### config.mk
export PLATFORM = sky130hd
export DESIGN_NAME = drive_sequencer
export DESIGN_NICKNAME = d
export VERILOG_FILES = /design/src/rtl/drive_sequencer.sv
export SDC_FILE = /design/constraint.sdc
export NUM_CORES = 1
export LEC_CHECK = 0
export CORE_MARGIN = 2
export CORE_UTILIZATION = 35
export DETAILED_ROUTE_END_ITERATION = 7
export SLEW_MARGIN = 20
export SYNTH_ARGS = -nofsm -noshare
export SYNTH_HDL_FRONTEND = slang
export SYNTH_SLANG_ARGS = --single-unit
### constraint.sdc
create_clock -name clk_50 -period 2.9 [get_ports clk_50]
set_input_delay 0.58 -clock clk_50 [delete_from_list [all_inputs] [get_ports clk_50]]
set_output_delay 0.58 -clock clk_50 [all_outputs]
set_load 0.1 [all_outputs]
### src/rtl/drive_sequencer.sv
// Drive-code to dual H-bridge sequencer: duty ramping, reversal dead-time, PWM, e-stop.
// Optional command watchdog enabled by defining DRV_TIMEOUT_EN.
module drive_sequencer #(
  parameter int RAMP_DIV    = 50000,
  parameter int RAMP_STEP   = 8,
  parameter int DEADTIME    = 25000,
  parameter int DUTY_SLOW   = 96,
  parameter int DUTY_MED    = 160,
  parameter int DUTY_FAST   = 240,
  parameter int DUTY_TURN   = 128,
  parameter int TIMEOUT_CYC = 5000000
) (
  input  logic       clk_50,
  input  logic       reset,
  input  logic [3:0] drive_state,
  input  logic       estop,
  input  logic       cmd_alive,
  output logic [7:0] left_duty,
  output logic [7:0] right_duty,
  output logic       left_dir,
  output logic       right_dir,
  output logic       pwm_left,
  output logic       pwm_right,
  output logic [1:0] seq_state,
  output logic       busy,
  output logic       timeout_flag
);

  typedef enum logic [3:0] {
    DS_STOP     = 4'd0,
    DS_LEFT     = 4'd1,
    DS_RIGHT    = 4'd2,
    DS_SLOW     = 4'd3,
    DS_MEDIUM   = 4'd4,
    DS_FAST     = 4'd5,
    DS_REVERSE  = 4'd6,
    DS_LREVERSE = 4'd7,
    DS_RREVERSE = 4'd8
  } drive_code_t;

  typedef enum logic [1:0] {
    HOLD  = 2'd0,
    RAMP  = 2'd1,
    DECEL = 2'd2,
    DEAD  = 2'd3
  } seq_t;

  localparam int DIV_W  = $clog2(RAMP_DIV + 1);
  localparam int DEAD_W = $clog2(DEADTIME + 1);

  localparam logic [7:0] STEP8   = 8'(RAMP_STEP);
  localparam logic [7:0] D_SLOW  = 8'(DUTY_SLOW);
  localparam logic [7:0] D_HALF  = 8'(DUTY_SLOW >> 1);
  localparam logic [7:0] D_MED   = 8'(DUTY_MED);
  localparam logic [7:0] D_FAST  = 8'(DUTY_FAST);
  localparam logic [7:0] D_TURN  = 8'(DUTY_TURN);

  logic [3:0] cmd_code;

`ifdef DRV_TIMEOUT_EN
  localparam int WD_W = $clog2(TIMEOUT_CYC + 1);
  logic [WD_W-1:0] wd_cnt;

  always_ff @(posedge clk_50) begin
    if (reset) begin
      wd_cnt       <= '0;
      timeout_flag <= 1'b0;
    end else if (cmd_alive) begin
      wd_cnt       <= '0;
      timeout_flag <= 1'b0;
    end else if (wd_cnt == WD_W'(TIMEOUT_CYC - 1)) begin
      timeout_flag <= 1'b1;
    end else begin
      wd_cnt <= wd_cnt + 1'b1;
    end
  end

  assign cmd_code = timeout_flag ? DS_STOP : drive_state;
`else
  logic unused_cmd_alive;
  assign unused_cmd_alive = cmd_alive;
  assign timeout_flag     = 1'b0;
  assign cmd_code         = drive_state;
`endif

  // Target mapping; STOP keeps the current dirs so it never triggers a reversal.
  logic [7:0] map_l_duty, map_r_duty;
  logic       map_l_dir,  map_r_dir;

  always_comb begin
    map_l_duty = '0;
    map_r_duty = '0;
    map_l_dir  = left_dir;
    map_r_dir  = right_dir;
    case (cmd_code)
      DS_LEFT: begin
        map_l_duty = D_TURN; map_l_dir = 1'b0;
        map_r_duty = D_TURN; map_r_dir = 1'b1;
      end
      DS_RIGHT: begin
        map_l_duty = D_TURN; map_l_dir = 1'b1;
        map_r_duty = D_TURN; map_r_dir = 1'b0;
      end
      DS_SLOW: begin
        map_l_duty = D_SLOW; map_l_dir = 1'b1;
        map_r_duty = D_SLOW; map_r_dir = 1'b1;
      end
      DS_MEDIUM: begin
        map_l_duty = D_MED; map_l_dir = 1'b1;
        map_r_duty = D_MED; map_r_dir = 1'b1;
      end
      DS_FAST: begin
        map_l_duty = D_FAST; map_l_dir = 1'b1;
        map_r_duty = D_FAST; map_r_dir = 1'b1;
      end
      DS_REVERSE: begin
        map_l_duty = D_SLOW; map_l_dir = 1'b0;
        map_r_duty = D_SLOW; map_r_dir = 1'b0;
      end
      DS_LREVERSE: begin
        map_l_duty = D_HALF; map_l_dir = 1'b0;
        map_r_duty = D_SLOW; map_r_dir = 1'b0;
      end
      DS_RREVERSE: begin
        map_l_duty = D_SLOW; map_l_dir = 1'b0;
        map_r_duty = D_HALF; map_r_dir = 1'b0;
      end
      default: ;
    endcase
  end

  logic [7:0] tgt_l_duty, tgt_r_duty;
  logic       tgt_l_dir,  tgt_r_dir;

  always_ff @(posedge clk_50) begin
    if (reset) begin
      tgt_l_duty <= '0;
      tgt_r_duty <= '0;
      tgt_l_dir  <= 1'b1;
      tgt_r_dir  <= 1'b1;
    end else begin
      tgt_l_duty <= map_l_duty;
      tgt_r_duty <= map_r_duty;
      tgt_l_dir  <= map_l_dir;
      tgt_r_dir  <= map_r_dir;
    end
  end

  logic [DIV_W-1:0] div_cnt;
  logic             tick;
  assign tick = (div_cnt == DIV_W'(RAMP_DIV - 1));

  function automatic logic [7:0] ramp_to(input logic [7:0] cur, input logic [7:0] tgt);
    if (tgt > cur)
      return ((tgt - cur) <= STEP8) ? tgt : cur + STEP8;
    else if (cur > tgt)
      return ((cur - tgt) <= STEP8) ? tgt : cur - STEP8;
    else
      return cur;
  endfunction

  seq_t              state_q, state_d;
  logic [DEAD_W-1:0] dead_cnt, dead_d;
  logic [7:0]        l_duty_d, r_duty_d;
  logic              l_dir_d,  r_dir_d;
  logic              flip_l, flip_r;
  logic [7:0]        eff_l, eff_r;

  // A flipping wheel always aims at 0 so a ramp tick can never push it the wrong way.
  assign flip_l = (tgt_l_dir != left_dir);
  assign flip_r = (tgt_r_dir != right_dir);
  assign eff_l  = flip_l ? 8'd0 : tgt_l_duty;
  assign eff_r  = flip_r ? 8'd0 : tgt_r_duty;

  always_comb begin
    state_d  = state_q;
    dead_d   = '0;
    l_duty_d = left_duty;
    r_duty_d = right_duty;
    l_dir_d  = left_dir;
    r_dir_d  = right_dir;
    if (estop) begin
      state_d  = DEAD;
      l_duty_d = '0;
      r_duty_d = '0;
    end else begin
      case (state_q)
        HOLD: begin
          if (flip_l || flip_r)
            state_d = DECEL;
          else if (left_duty != tgt_l_duty || right_duty != tgt_r_duty)
            state_d = RAMP;
        end
        RAMP: begin
          if (tick) begin
            l_duty_d = ramp_to(left_duty, eff_l);
            r_duty_d = ramp_to(right_duty, eff_r);
          end
          if (flip_l || flip_r)
            state_d = DECEL;
          else if (left_duty == tgt_l_duty && right_duty == tgt_r_duty)
            state_d = HOLD;
        end
        DECEL: begin
          if (tick) begin
            l_duty_d = ramp_to(left_duty, eff_l);
            r_duty_d = ramp_to(right_duty, eff_r);
          end
          if (!flip_l && !flip_r)
            state_d = RAMP;
          else if ((!flip_l || left_duty == 8'd0) && (!flip_r || right_duty == 8'd0))
            state_d = DEAD;
        end
        DEAD: begin
          if (dead_cnt == DEAD_W'(DEADTIME - 1)) begin
            l_dir_d = tgt_l_dir;
            r_dir_d = tgt_r_dir;
            state_d = RAMP;
          end else begin
            dead_d = dead_cnt + 1'b1;
          end
        end
        default: state_d = HOLD;
      endcase
    end
  end

  logic [7:0] pwm_cnt;

  always_ff @(posedge clk_50) begin
    if (reset) begin
      state_q    <= HOLD;
      dead_cnt   <= '0;
      div_cnt    <= '0;
      pwm_cnt    <= '0;
      left_duty  <= '0;
      right_duty <= '0;
      left_dir   <= 1'b1;
      right_dir  <= 1'b1;
      pwm_left   <= 1'b0;
      pwm_right  <= 1'b0;
    end else begin
      state_q    <= state_d;
      dead_cnt   <= dead_d;
      div_cnt    <= tick ? '0 : div_cnt + 1'b1;
      pwm_cnt    <= pwm_cnt + 8'd1;
      left_duty  <= l_duty_d;
      right_duty <= r_duty_d;
      left_dir   <= l_dir_d;
      right_dir  <= r_dir_d;
      pwm_left   <= (pwm_cnt < left_duty);
      pwm_right  <= (pwm_cnt < right_duty);
    end
  end

  assign seq_state = state_q;
  assign busy      = (state_q != HOLD);

endmodule

==> flow_metrics.tcl <==
set metrics [dict create \
    drtPass1Iterations 4 \
    yosys_warnings 0 \
    grt_use_total 0.1671 \
    netlist_instances 555 \
    dp_hpwl_um 8399 \
    cellLeakagePower_nw 2.288 \
    slew_viol_final 0 \
    cts.sinks 65 \
    maxCapViolCount 0 \
    die_h_um 117.3 \
    yosysUniqueCellTypes 59 \
    grt_antenna_before_repair 0 \
    hold_violations 0 \
    final_util 0.4443 \
    grt_overflow_total 0 \
    rows 41 \
    cp.required_ns 3.14 \
    fill_cells 1223 \
    worst_slew_pin_slew_ns 0.7881 \
    post-route-min-period_ns 2.807 \
    initial_core_util 0.3573 \
    yosys_register_bits 65 \
    synth_compound_area_frac 0.1697 \
    area_growth_pct 24.35 \
    postPlaceCellArea_um2 5116 \
    gp_congestion 0.9516 \
    coreArea_um2 12570 \
    fin_worst_skew_ns 0.01266 \
    synthArstFlopShare 0 \
    drt_wl_total_um 11120 \
    cts_root_buf "clkbuf_16" \
    grt_pass1_wl_um 18110 \
    synthXorXnorAreaFrac 0.1076 \
    r2r_slack_ns 0.09 \
    power_mw 2.501 \
    ir_drop_mv 0.4279 \
    drt_iter0_drc 228 \
    hold_path.class "register to register" \
    cts_buffers 9 \
    crit_path_max_incr_delay_ns 0.53 \
    vias_per_cell 5.134 \
    synthAdderAreaFrac 0.1232 \
    slew_headroom 0.4679 \
    critical-path-slowest-cell "a2111o_1" \
    htreeDepth 3 \
    final_common_cell "nor2_1" \
    antenna_cells 0 \
    outcome "finished clean" \
    cts_tree "built" \
    clock_latency_ns 0.34 \
    setup_tns_ns 0 \
    design_area_um2 5584 \
    path_cells "xnor2_4 -> and2_4 -> ha_4 -> ha_4 -> a2111oi_4 -> or3b_1 -> a2111o_1 -> buf_6 -> mux2i_1 -> a21oi_1 -> o31ai_1" \
    multi_input_comb_area_um2 3144 \
    cp-start-kind "register" \
    setup_viol 0 \
    regArea_um2 1338 \
    num_vias 4030 \
    num-nets-final 659 \
    layout.cells.non_filler 785 \
    pin_count 32 \
    design.die.area_um2 13750 \
    place_inst 760 \
    worst-path-buf-inv 1 \
    drive_gt1_frac 0.2023 \
    synth_ff_type "dfxtp_1" \
    critPathTopFamily "compound AO/OA/AOI/OAI gates" \
    final_cell_mix "nor2_1 (61), buf_4 (58), dfxtp_1 (52)" \
    port_buffers 23 \
    synth_top_family_by_area "simple AND/OR/NAND/NOR gates" \
    ant_nets 0 \
    rsz0062_at_grt "true" \
    clk_pin_slew_ns 0.05 \
    drt-wirelength-per-cell_um 14.17 \
    clockBufferDepth 2 \
    synth-edff-count 0 \
    fmax_mhz 356.2 \
    crit_path_end_kind "register" \
    critical_path_arrival_ns 3.05 \
    syn_area_per_cell_um2 8.091 \
    cp_common_cell "ha_4" \
    synthSimpleGateAreaFrac 0.2497 \
    power_density_nw_per_um2 448.0 \
    cts.hold.buffers_added 0 \
    cp_max_fo 7 \
    drc 0 \
    worst-setup-path-type "register to register" \
    syn-cell-area_um2 4491 \
    grt_max_degree 23 \
    die_w_um 117.3 \
    synthMuxAreaShare 0.006687 \
    ys_seq_area_frac 0.2898 \
    grt_pass1_vias 3912 \
    fin_crit_sh 0.9680 \
]
[cell usage after synthesis (4+ instances only)]
library cell / instances / area (um^2)
ha_1: 41 / 513.0
clkbuf_1: 21 / 78.83
buf_4: 7 / 52.55
and3_1: 12 / 75.07
and2_1: 4 / 25.02
a21o_1: 4 / 30.03
a211oi_1: 10 / 75.07
or2_2: 7 / 43.79
nor2b_1: 9 / 56.30
dfxtp_1: 65 / 1301
nand4_1: 8 / 50.05
nor4b_1: 5 / 43.79
nor4_1: 8 / 50.05
nand2b_1: 8 / 50.05
nand2_1: 41 / 153.9
o21ai_0: 16 / 80.08
inv_1: 27 / 101.4
nor3_1: 21 / 105.1
xnor2_1: 21 / 183.9
nand3_1: 26 / 130.1
nor2_1: 61 / 229.0
o21a_1: 11 / 82.58
nand3b_1: 4 / 30.03
xor2_1: 31 / 271.5
a21oi_1: 28 / 140.1
o21bai_1: 5 / 37.54
o31ai_1: 4 / 30.03
[cells by family after synthesis]
family	Yosys count
AOI/OAI and AO/OA	110
adders and majority gates	43
other	1
and+or+nand+nor	224
xor gates and xnor gates	53
muxes	3
DFF	65
buffers and inverters	56
[power by group]
part / total (mW) / internal, mW / switching (mW)
clock: 1.01 / 0.589 / 0.421
combinational: 0.568 / 0.221 / 0.347
sequential: 0.923 / 0.906 / 0.0176
total: 2.50 / 1.72 / 0.785
[what timing repair did]
action | 4_1_cts | 5_1_grt
endpoints found under the setup margin | 2 | 8
gates resized for setup | 0 | 27
buffers inserted | 1 | 8
pin swaps | 1 | 12
[flip-flops by register name, summed over array words and instances (netlist names)]
register    count
pwm_right       1
pwm_left        1
pwm_cnt         8
tgt_l_duty      4
dead_cnt       15
right_duty      5
left_duty       5
tgt_r_dir       1
left_dir        1
seq_state       2
tgt_r_duty      4
tgt_l_dir       1
div_cnt        16
right_dir       1
[metal layers]
metal	wire length (um)	global-route usage
met1	5122	0.2032
met2	5372	0.2820
met3	465	0.04377
met4	161	0.06510
met5	0	0
[area by class of cell]
type / count / area share
flip-flops and latches: 65 / 0.2395
clock inverters: 6 / 0.008514
repair buffers: 65 / 0.09075
multi-input cells: 440 / 0.5631
well taps: 172 / 0.03854
inverters: 27 / 0.01860
clock buffers: 10 / 0.04100
[worst paths after layout]
path / startpoint / to / cells past startpoint
worst max-delay path: right_dir / right_duty[7] / 11
worst min-delay path: pwm_cnt[0] / pwm_cnt[0] / 1
worst max register to register: right_dir / right_duty[7] / 11
worst min register to register: pwm_cnt[0] / pwm_cnt[0] / 1
[per-stage QoR]
stage,hold WS (ns),setup WS (ns)
floorplan,0.4130,0.004186
global placement,0.4238,0.03613
detailed placement,0.4323,-0.001373
CTS,0.4431,0.01834
global route,0.4697,-0.04587
finish,0.4394,0.09278
Note: power is estimated with default switching activity, not from simulation.
